### src/rtl/ps2_rx_port.sv
// PS/2 keyboard receiver feeding VIA port A through a small scancode FIFO.
// Define PS2_RX_PARITY_EN to reject frames that fail odd parity.
module ps2_rx_port #(
  parameter int FIFO_DEPTH     = 4,
  parameter int FILT           = 4,
  parameter int TIMEOUT_CYCLES = 20000
) (
  input  logic       clk,
  input  logic       rst_n,
  input  logic       ps2_clk,
  input  logic       ps2_data,
  input  logic       ack,
  input  logic       err_clr,
  output logic [7:0] port_out,
  output logic       data_ready,
  output logic       frame_err,
  output logic       overflow
);

  localparam int AW = $clog2(FIFO_DEPTH);
  localparam int FW = (FILT > 1) ? $clog2(FILT) : 1;

  typedef enum logic [1:0] {
    IDLE,
    DATA,
    PARITY,
    STOP
  } state_t;

  logic [1:0]    cs;
  logic [1:0]    ds;
  logic          flt;
  logic          flt_d;
  logic [FW-1:0] fcnt;
  logic          fall;
  logic          d_s;

  state_t        state;
  state_t        state_n;
  logic [7:0]    shreg;
  logic [2:0]    bcnt;
  logic          par;
  logic [15:0]   tcnt;
  logic          timeout;
  logic          par_ok;
  logic          push_req;
  logic          ferr_set;

  logic [7:0]    mem [FIFO_DEPTH];
  logic [AW-1:0] rd;
  logic [AW-1:0] wr;
  logic [AW-1:0] rd_n;
  logic [AW:0]   cnt;
  logic [AW:0]   cnt_n;
  logic          ack_d;
  logic          pop_do;
  logic          push_do;
  logic          ovf_set;
  logic [7:0]    head_n;

  assign d_s  = ds[1];
  assign fall = ~flt & flt_d;

  always_ff @(posedge clk or negedge rst_n) begin
    if (!rst_n) begin
      cs    <= 2'b11;
      ds    <= 2'b11;
      flt   <= 1'b1;
      flt_d <= 1'b1;
      fcnt  <= '0;
    end else begin
      cs    <= {cs[0], ps2_clk};
      ds    <= {ds[0], ps2_data};
      flt_d <= flt;
      if (cs[1] != flt) begin
        if (fcnt == FW'(FILT - 1)) begin
          flt  <= cs[1];
          fcnt <= '0;
        end else begin
          fcnt <= fcnt + 1'b1;
        end
      end else begin
        fcnt <= '0;
      end
    end
  end

  assign timeout = (state != IDLE) &&
                   (tcnt == 16'(TIMEOUT_CYCLES));

`ifdef PS2_RX_PARITY_EN
  assign par_ok = ^{shreg, par};
`else
  assign par_ok = 1'b1;
`endif

  always_ff @(posedge clk or negedge rst_n) begin
    if (!rst_n) state <= IDLE;
    else        state <= state_n;
  end

  always_comb begin
    state_n = state;
    if (timeout) begin
      state_n = IDLE;
    end else if (fall) begin
      unique case (state)
        IDLE:   if (!d_s) state_n = DATA;
        DATA:   if (bcnt == 3'd7) state_n = PARITY;
        PARITY: state_n = STOP;
        STOP:   state_n = IDLE;
      endcase
    end
  end

  always_comb begin
    push_req = 1'b0;
    ferr_set = timeout;
    if (fall && !timeout && state == STOP) begin
      push_req = d_s & par_ok;
      ferr_set = ~(d_s & par_ok);
    end
  end

  always_ff @(posedge clk or negedge rst_n) begin
    if (!rst_n) begin
      shreg <= '0;
      bcnt  <= '0;
      par   <= 1'b0;
      tcnt  <= '0;
    end else begin
      tcnt <= (state == IDLE || fall) ? '0 : tcnt + 1'b1;
      if (fall) begin
        unique case (state)
          IDLE: bcnt <= '0;
          DATA: begin
            shreg <= {d_s, shreg[7:1]};
            bcnt  <= bcnt + 1'b1;
          end
          PARITY: par <= d_s;
          STOP: ;
        endcase
      end
    end
  end

  // Pop only on an ack rising edge; a pop frees room for a same-cycle push.
  assign pop_do  = ack & ~ack_d & (cnt != '0);
  assign push_do = push_req &
                   ((cnt != (AW+1)'(FIFO_DEPTH)) | pop_do);
  assign ovf_set = push_req & ~push_do;
  assign cnt_n   = cnt + (AW+1)'(push_do) - (AW+1)'(pop_do);
  assign rd_n    = rd + AW'(pop_do);

  always_comb begin
    head_n = mem[rd_n];
    if (cnt_n == '0)
      head_n = 8'h00;
    else if (push_do && cnt_n == (AW+1)'(1))
      head_n = shreg;
  end

  always_ff @(posedge clk or negedge rst_n) begin
    if (!rst_n) begin
      for (int i = 0; i < FIFO_DEPTH; i++) mem[i] <= '0;
      rd         <= '0;
      wr         <= '0;
      cnt        <= '0;
      ack_d      <= 1'b0;
      port_out   <= 8'h00;
      data_ready <= 1'b0;
      frame_err  <= 1'b0;
      overflow   <= 1'b0;
    end else begin
      ack_d <= ack;
      if (push_do) begin
        mem[wr] <= shreg;
        wr      <= wr + 1'b1;
      end
      rd         <= rd_n;
      cnt        <= cnt_n;
      port_out   <= head_n;
      data_ready <= (cnt_n != '0);
      if (ferr_set)     frame_err <= 1'b1;
      else if (err_clr) frame_err <= 1'b0;
      if (ovf_set)      overflow  <= 1'b1;
      else if (err_clr) overflow  <= 1'b0;
    end
  end

endmodule
### config.mk
export PLATFORM = sky130hd
export DESIGN_NAME = ps2_rx_port
export DESIGN_NICKNAME = d
export VERILOG_FILES = /design/src/rtl/ps2_rx_port.sv
export SDC_FILE = /design/constraint.sdc
export NUM_CORES = 1
export LEC_CHECK = 0
export CAP_MARGIN = 20
export CORE_UTILIZATION = 50
export CTS_CLUSTER_SIZE = 24
export DETAILED_ROUTE_END_ITERATION = 16
export GPL_TIMING_DRIVEN = 0
export MAX_ROUTING_LAYER = met4
export PLACE_DENSITY = 0.7
export REMOVE_ABC_BUFFERS = 1
export SYNTH_ARGS = -nofsm -noshare
export SYNTH_HDL_FRONTEND = slang
export SYNTH_SLANG_ARGS = --single-unit
### constraint.sdc
create_clock -name clk -period 3 [get_ports clk]
set_input_delay 0.3 -clock clk [delete_from_list [all_inputs] [get_ports clk]]
set_output_delay 0.3 -clock clk [all_outputs]
set_load 0.02 [all_outputs]
# Yosys cells after proc, flatten, opt, wreduce, memory -nomap -nowiden
# Cells that the tools add are included.
[classes]
addsub = 7
magnitude_cmp = 3
n_eq_ne = 11
mux = 22
n_bitwise = 12
n_reduce_logical = 20
[ops]
columns = ["operator", "n"]
rows = [
  ["$mux 8", 5],
  ["$bwmux 32", 1],
  ["$add 16x1->16 const B", 1],
  ["$bmux 8 s2", 1],
  ["$demux 8 s2", 1],
  ["$eq 16x15->1 const B", 1],
  ["$mux 16", 1],
  ["$mux 2", 6],
  ["$reduce_bool 2->1", 5],
  ["$ne 3x3->1 const B", 3],
  ["$pmux 2 s4", 1],
  ["$eq 2x2->1 const B", 3],
  ["$ge 3x3->1 const B", 2],
  ["$not 2->3", 2],
  ["$pmux 3 s2", 1],
  ["$reduce_and 2->1", 3],
  ["$reduce_bool 3->1", 2],
  ["$and 1x1->1", 5],
  ["$logic_and 1x1->1", 5],
  ["$mux 1", 5],
  ["$add 2x1->2 const B", 2],
  ["$not 1->1", 4],
  ["$add 3x1->3", 1],
  ["$add 3x1->3 const B", 1],
  ["13 further kinds", 13],
]
[totals]
reg_bits = 88
input_bits = 6
out_inout_bits = 11
word_cells = 96

# Logic depth before layout (Yosys ltp)
[depth]
depth_word = 13
depth_mapped = 15
mapped_depth_nobuf = 13

# Worst setup path after synthesis
# Ideal clock, no wire load.
[synth_timing]
path_kind = "register to register"
start = "reg state[0]"
end = "reg port_out[3]"
setup_time_ns = 0.127
t_arrival_ns = 2.956
t_required_ns = 2.873
setup_slack_ns = -0.083
path_stages_with_launch = 16
path_buffers = 2
synth_period_minus_slack_ns = 3.083
cell_sequence = "dfrtp_1 -> inv_1 -> ha_1 -> nor4b_1 -> nand4_1 -> buf_2 -> nand2_1 -> ha_1 -> inv_1 -> ha_1 -> fa_1 -> xnor3_2 -> or3_4 -> buf_6 -> nand2_1 -> mux2i_1"
[synth_between]
elab_chain_cells = 13
word_cells_on_any_way = 15
[synth_rtl]
columns = ["item", "line", "source"]
rows = [
  ["start: declaration", "38", "state_t state;"],
  ["start signal: assignment", "99", "else state <= state_n;"],
  ["$reduce_bool 2->1", "88", "assign timeout = (state != IDLE) &&"],
  ["$logic_and 1x1->1", "88", ""],
  ["$logic_not 1->1", "119", "if (fall && !timeout && state == STOP) begin"],
  ["$logic_and 1x1->1", "119", ""],
  ["$logic_and 1x1->1 (*)", "119", ""],
  ["$mux 1 (*)", "119", ""],
  ["$and 1x1->1 (*)", "149", "assign push_do = push_req &"],
  ["$add 3x1->3 (*)", "152", "assign cnt_n = cnt + (AW+1)'(push_do) - (AW+1)'(pop_do);"],
  ["$sub 3x1->3 (*)", "152", ""],
  ["named net cnt_n[2]", "54", "logic [AW:0] cnt_n;"],
  ["$eq 3x1->1", "159", "else if (push_do && cnt_n == (AW+1)'(1))"],
  ["$logic_and 1x1->1", "159", ""],
  ["$mux 8", "159", ""],
  ["$mux 8 (*)", "157", "if (cnt_n == '0)"],
  ["named net head_n[3]", "59", "logic [7:0] head_n;"],
  ["end signal: assignment", "182", "port_out <= head_n;"],
  ["end: declaration", "14", "output logic [7:0] port_out,"],
]
# The timed path passes the listed nets; every way through them passes the cells marked *.
# A chain may end at the register's enable or synchronous reset.

# Final worst setup path
[layout_timing]
start = "reg state[1]"
end = "reg port_out[7]"
# The elaborated chain is that of the path after synthesis.

==> results.toml <==
[routing]
drtAntennaViolNets = 0
wl_per_cell_um = 16.0
drc_errors = 0
dr_total_vias = 2403
drt_iter0_drc = 149
via_per_inst = 5.39
first_pass_iters = 4
routed_wl_um = 7150

[finish]
layout-drive-gt1-share = 0.302
fin_util = 0.605
diodes = 0
area_delta_synth_final_pct = 17.2
fin_cells = 446
final_nets = 363

[global_routing]
antenna_found_initial = 0
grt_pass1_vias = 2505
grt_max_degree = 67
grtUsageTotal = 0.198
grt_pass1_wl_um = 12400
grt_overflow_total = 0

[setup_path]
cp.required_ns = 3.23
worst-r2r-cell-count = 13
start_kind = "register"
critical_path.max_fanout = 8
critPathSlowestCell = "dfrtp_1"
arrival_ns = 3.20
cpPeakStageDelay_ns = 0.40
cpMostUsedCell = "ha_4"
crit_chain = "buf_6 -> ha_4 -> nand4b_1 -> a31oi_4 -> nand2_2 -> ha_4 -> inv_2 -> ha_4 -> fa_2 -> xnor3_2 -> nor2_4 -> nand4_4 -> mux2i_2"
worstSetupPathType = "reg -> reg"
crit_path_end_kind = "register"

[synth]
synth_ff_type = "dfrtp_1"
syn_inst = 306
syn_area_per_cell_um2 = 13.0
synth_edf_count = 0
synth.area.top_cells = "dfrtp_1 (51%), mux2_2 (9.9%), ha_1 (5.3%), mux4_2 (4.5%), dfstp_2 (3.9%)"
synth_top_area_cell = "dfrtp_1"
synth_cell_type_count = 43
ys_ff_latch = 88
ys_warn_count = 0
ys_async_sr_fraction = 1.00
ys_seq_area_frac = 0.554
synth_area_mm2 = 0.00399
synth_top_area_share = 0.514

[placed_design]
hpwl_um = 4480
routabilityCongestion = 0.770
place_inst = 416
pre_cts_slack_ns = -0.941
io_buffer_count = 16

[sta]
setup_ws_ns = 0.0295
fin_tns_setup_ns = 0
fmax_ghz = 0.337
hold_viol_final = 0
setup_viol_count_final = 0
final-max-slew-violation-count = 0
rsz0062_at_grt = "true"
tightestPinTransition_ns = 0.987
period_needed_ns = 2.97
whs_ns = 0.346
timing.final.crit_share = 0.990
fin_skew_ns = 0.0102
slew_headroom = 0.340

[clock_tree]
cts_tree = "done"
clockBufferDepth = 2
htreeDepth = 3
cts_sinks = 88
clockRootBuffer = "clkbuf_8"
cts_inserted_buffers = 9
insertion_delay_ns = 0.35
path_clk_slew_ns = 0.09

[floorplanning]
io_pins = 17
dieArea_mm2 = 0.00834
die_w_um = 91.3
fp.dieH_um = 91.3
row_count = 32
core_mm2 = 0.00773
initial_utilization = 0.517

[power]
powerDensity_mw_per_mm2 = 752
vdd_ir_drop_max_uv = 488
total_leakage_power_uw = 0.00213

[status]
status = "complete, no violations"

[run]
maxCapViolCount = 0

[hold_path]
hold_class = "in -> reg"
holdPathStages = 1
==> sequential cells by signal, indices dropped and copies added, names as in the netlist, 3 cells and up <==
signal	cells
shreg	8
tcnt	16
port_out	8
mem	32
cnt	3
bcnt	3
==> worst max-delay path, delay by kind of cell, from the launching register on <==
kind,cells,cell delay (ns)
DFF,1,0.40
xor gates and xnor gates,1,0.32
adders and majority gates,4,0.86
buffers and inverters,2,0.17
and+or+nand+nor,4,0.66
muxes,1,0.24
AOI/OAI and AO/OA,1,0.21
==> repair_timing <==
| item | in CTS | in global routing |
|---|---|---|
| hold buffers | 1 | 0 |
| endpoints found under the setup margin | 11 | 8 |
| pin swaps | 12 | 7 |
| setup buffers | 9 | 3 |
| gates cloned | 1 | 0 |
| hold endpoints to repair | 16 | 0 |
| resized for setup | 18 | 4 |
==> per-stage QoR <==
stage | total power [uW] | cell area [um^2]
after detailed placement | 2460 | 4260
after global placement | 2410 | 4230
final | 3520 | 4680
after floorplan | 2180 | 3950
after global routing | 3730 | 4680
after CTS | 3490 | 4630
==> cells by family after synthesis <==
| logic type | synth area share |
|---|---|
| DFF | 0.554 |
| buffers and inverters | 0.0282 |
| adders and majority gates | 0.0583 |
| AOI/OAI and AO/OA | 0.0423 |
| muxes | 0.170 |
| xor gates and xnor gates | 0.0345 |
| and+or+nand+nor | 0.113 |
==> cells in the mapped netlist (all sizes together), types with 3 or more instances <==
cell type,number
buf,5
a21oi,4
nand2,24
mux2,37
clkbuf,4
inv,18
ha,17
nand3,8
dfrtp,82
o21ai,15
mux4,8
nand4,10
dfstp,6
xor2,9
xnor2,4
or3,5
mux2i,8
nor2,15
and2,3
==> final timing paths <==
check / from / slack [ns] / end
max: state[1]$_DFFE_PN0P_ / 0.03 / port_out[7]$_DFF_PN0_
min: ps2_data / 0.35 / ds[0]$_DFF_PN1_
max reg2reg: state[1]$_DFFE_PN0P_ / 0.03 / port_out[7]$_DFF_PN0_
min reg2reg: ds[0]$_DFF_PN1_ / 0.36 / ds[1]$_DFF_PN1_
max in group asynchronous: rst_n / 2.00 / mem[18]$_DFFE_PN0P_
min in group asynchronous: rst_n / 0.38 / tcnt[6]$_DFF_PN0_
==> layout make-up <==
type	count	area (um^2)
Clock buffer	10	138
Clock inverter	6	67.6
Fill cell	605	3050
Inverter	18	67.6
Multi-Input combinational cell	192	1770
Sequential cell	88	2210
Tap cell	102	128
Timing Repair Buffer	30	293
==> placed cells by master (no fill, tap or decap), types with 2 or more instances in the layout <==
master,synthesis,layout
dfrtp_1,82,82
mux2_2,35,35
nand2_1,24,23
inv_1,18,15
o21ai_0,15,15
clkdlybuf4s50_1,0,15
nor2_1,15,14
ha_1,17,13
buf_4,0,11
clkbuf_8,0,10
nand4_1,9,9
xor2_1,9,9
mux4_2,8,8
mux2i_1,8,7
dfstp_2,6,6
xnor2_1,4,4
nand3_1,4,4
or3_1,4,4
a21oi_1,4,4
nand3_2,4,4
ha_4,0,4
inv_2,0,3
and2_1,3,3
nor3_1,2,2
nor4bb_2,0,2
or3_4,1,2
and4_1,2,2
nor2b_1,2,2
a32o_1,2,2
mux2_1,2,2
clkinvlp_4,0,2
buf_6,1,2
==> report_power, final <==
group / switching (uW) / total, uW / internal, uW
Combinational: 617 / 1130 / 516
Clock: 427 / 838 / 411
Sequential: 164 / 1550 / 1380
Total: 1210 / 3520 / 2310
==> metal layers <==
metal	vias to the layer above	GRT usage	part of all wire
li1	1142	-	-
met1	1221	0.265	0.47
met2	30	0.316	0.50
met3	10	0.0251	0.020
met4	0	0.0648	0.013
met5	-	-	0
(Power assumes the default switching activity.)
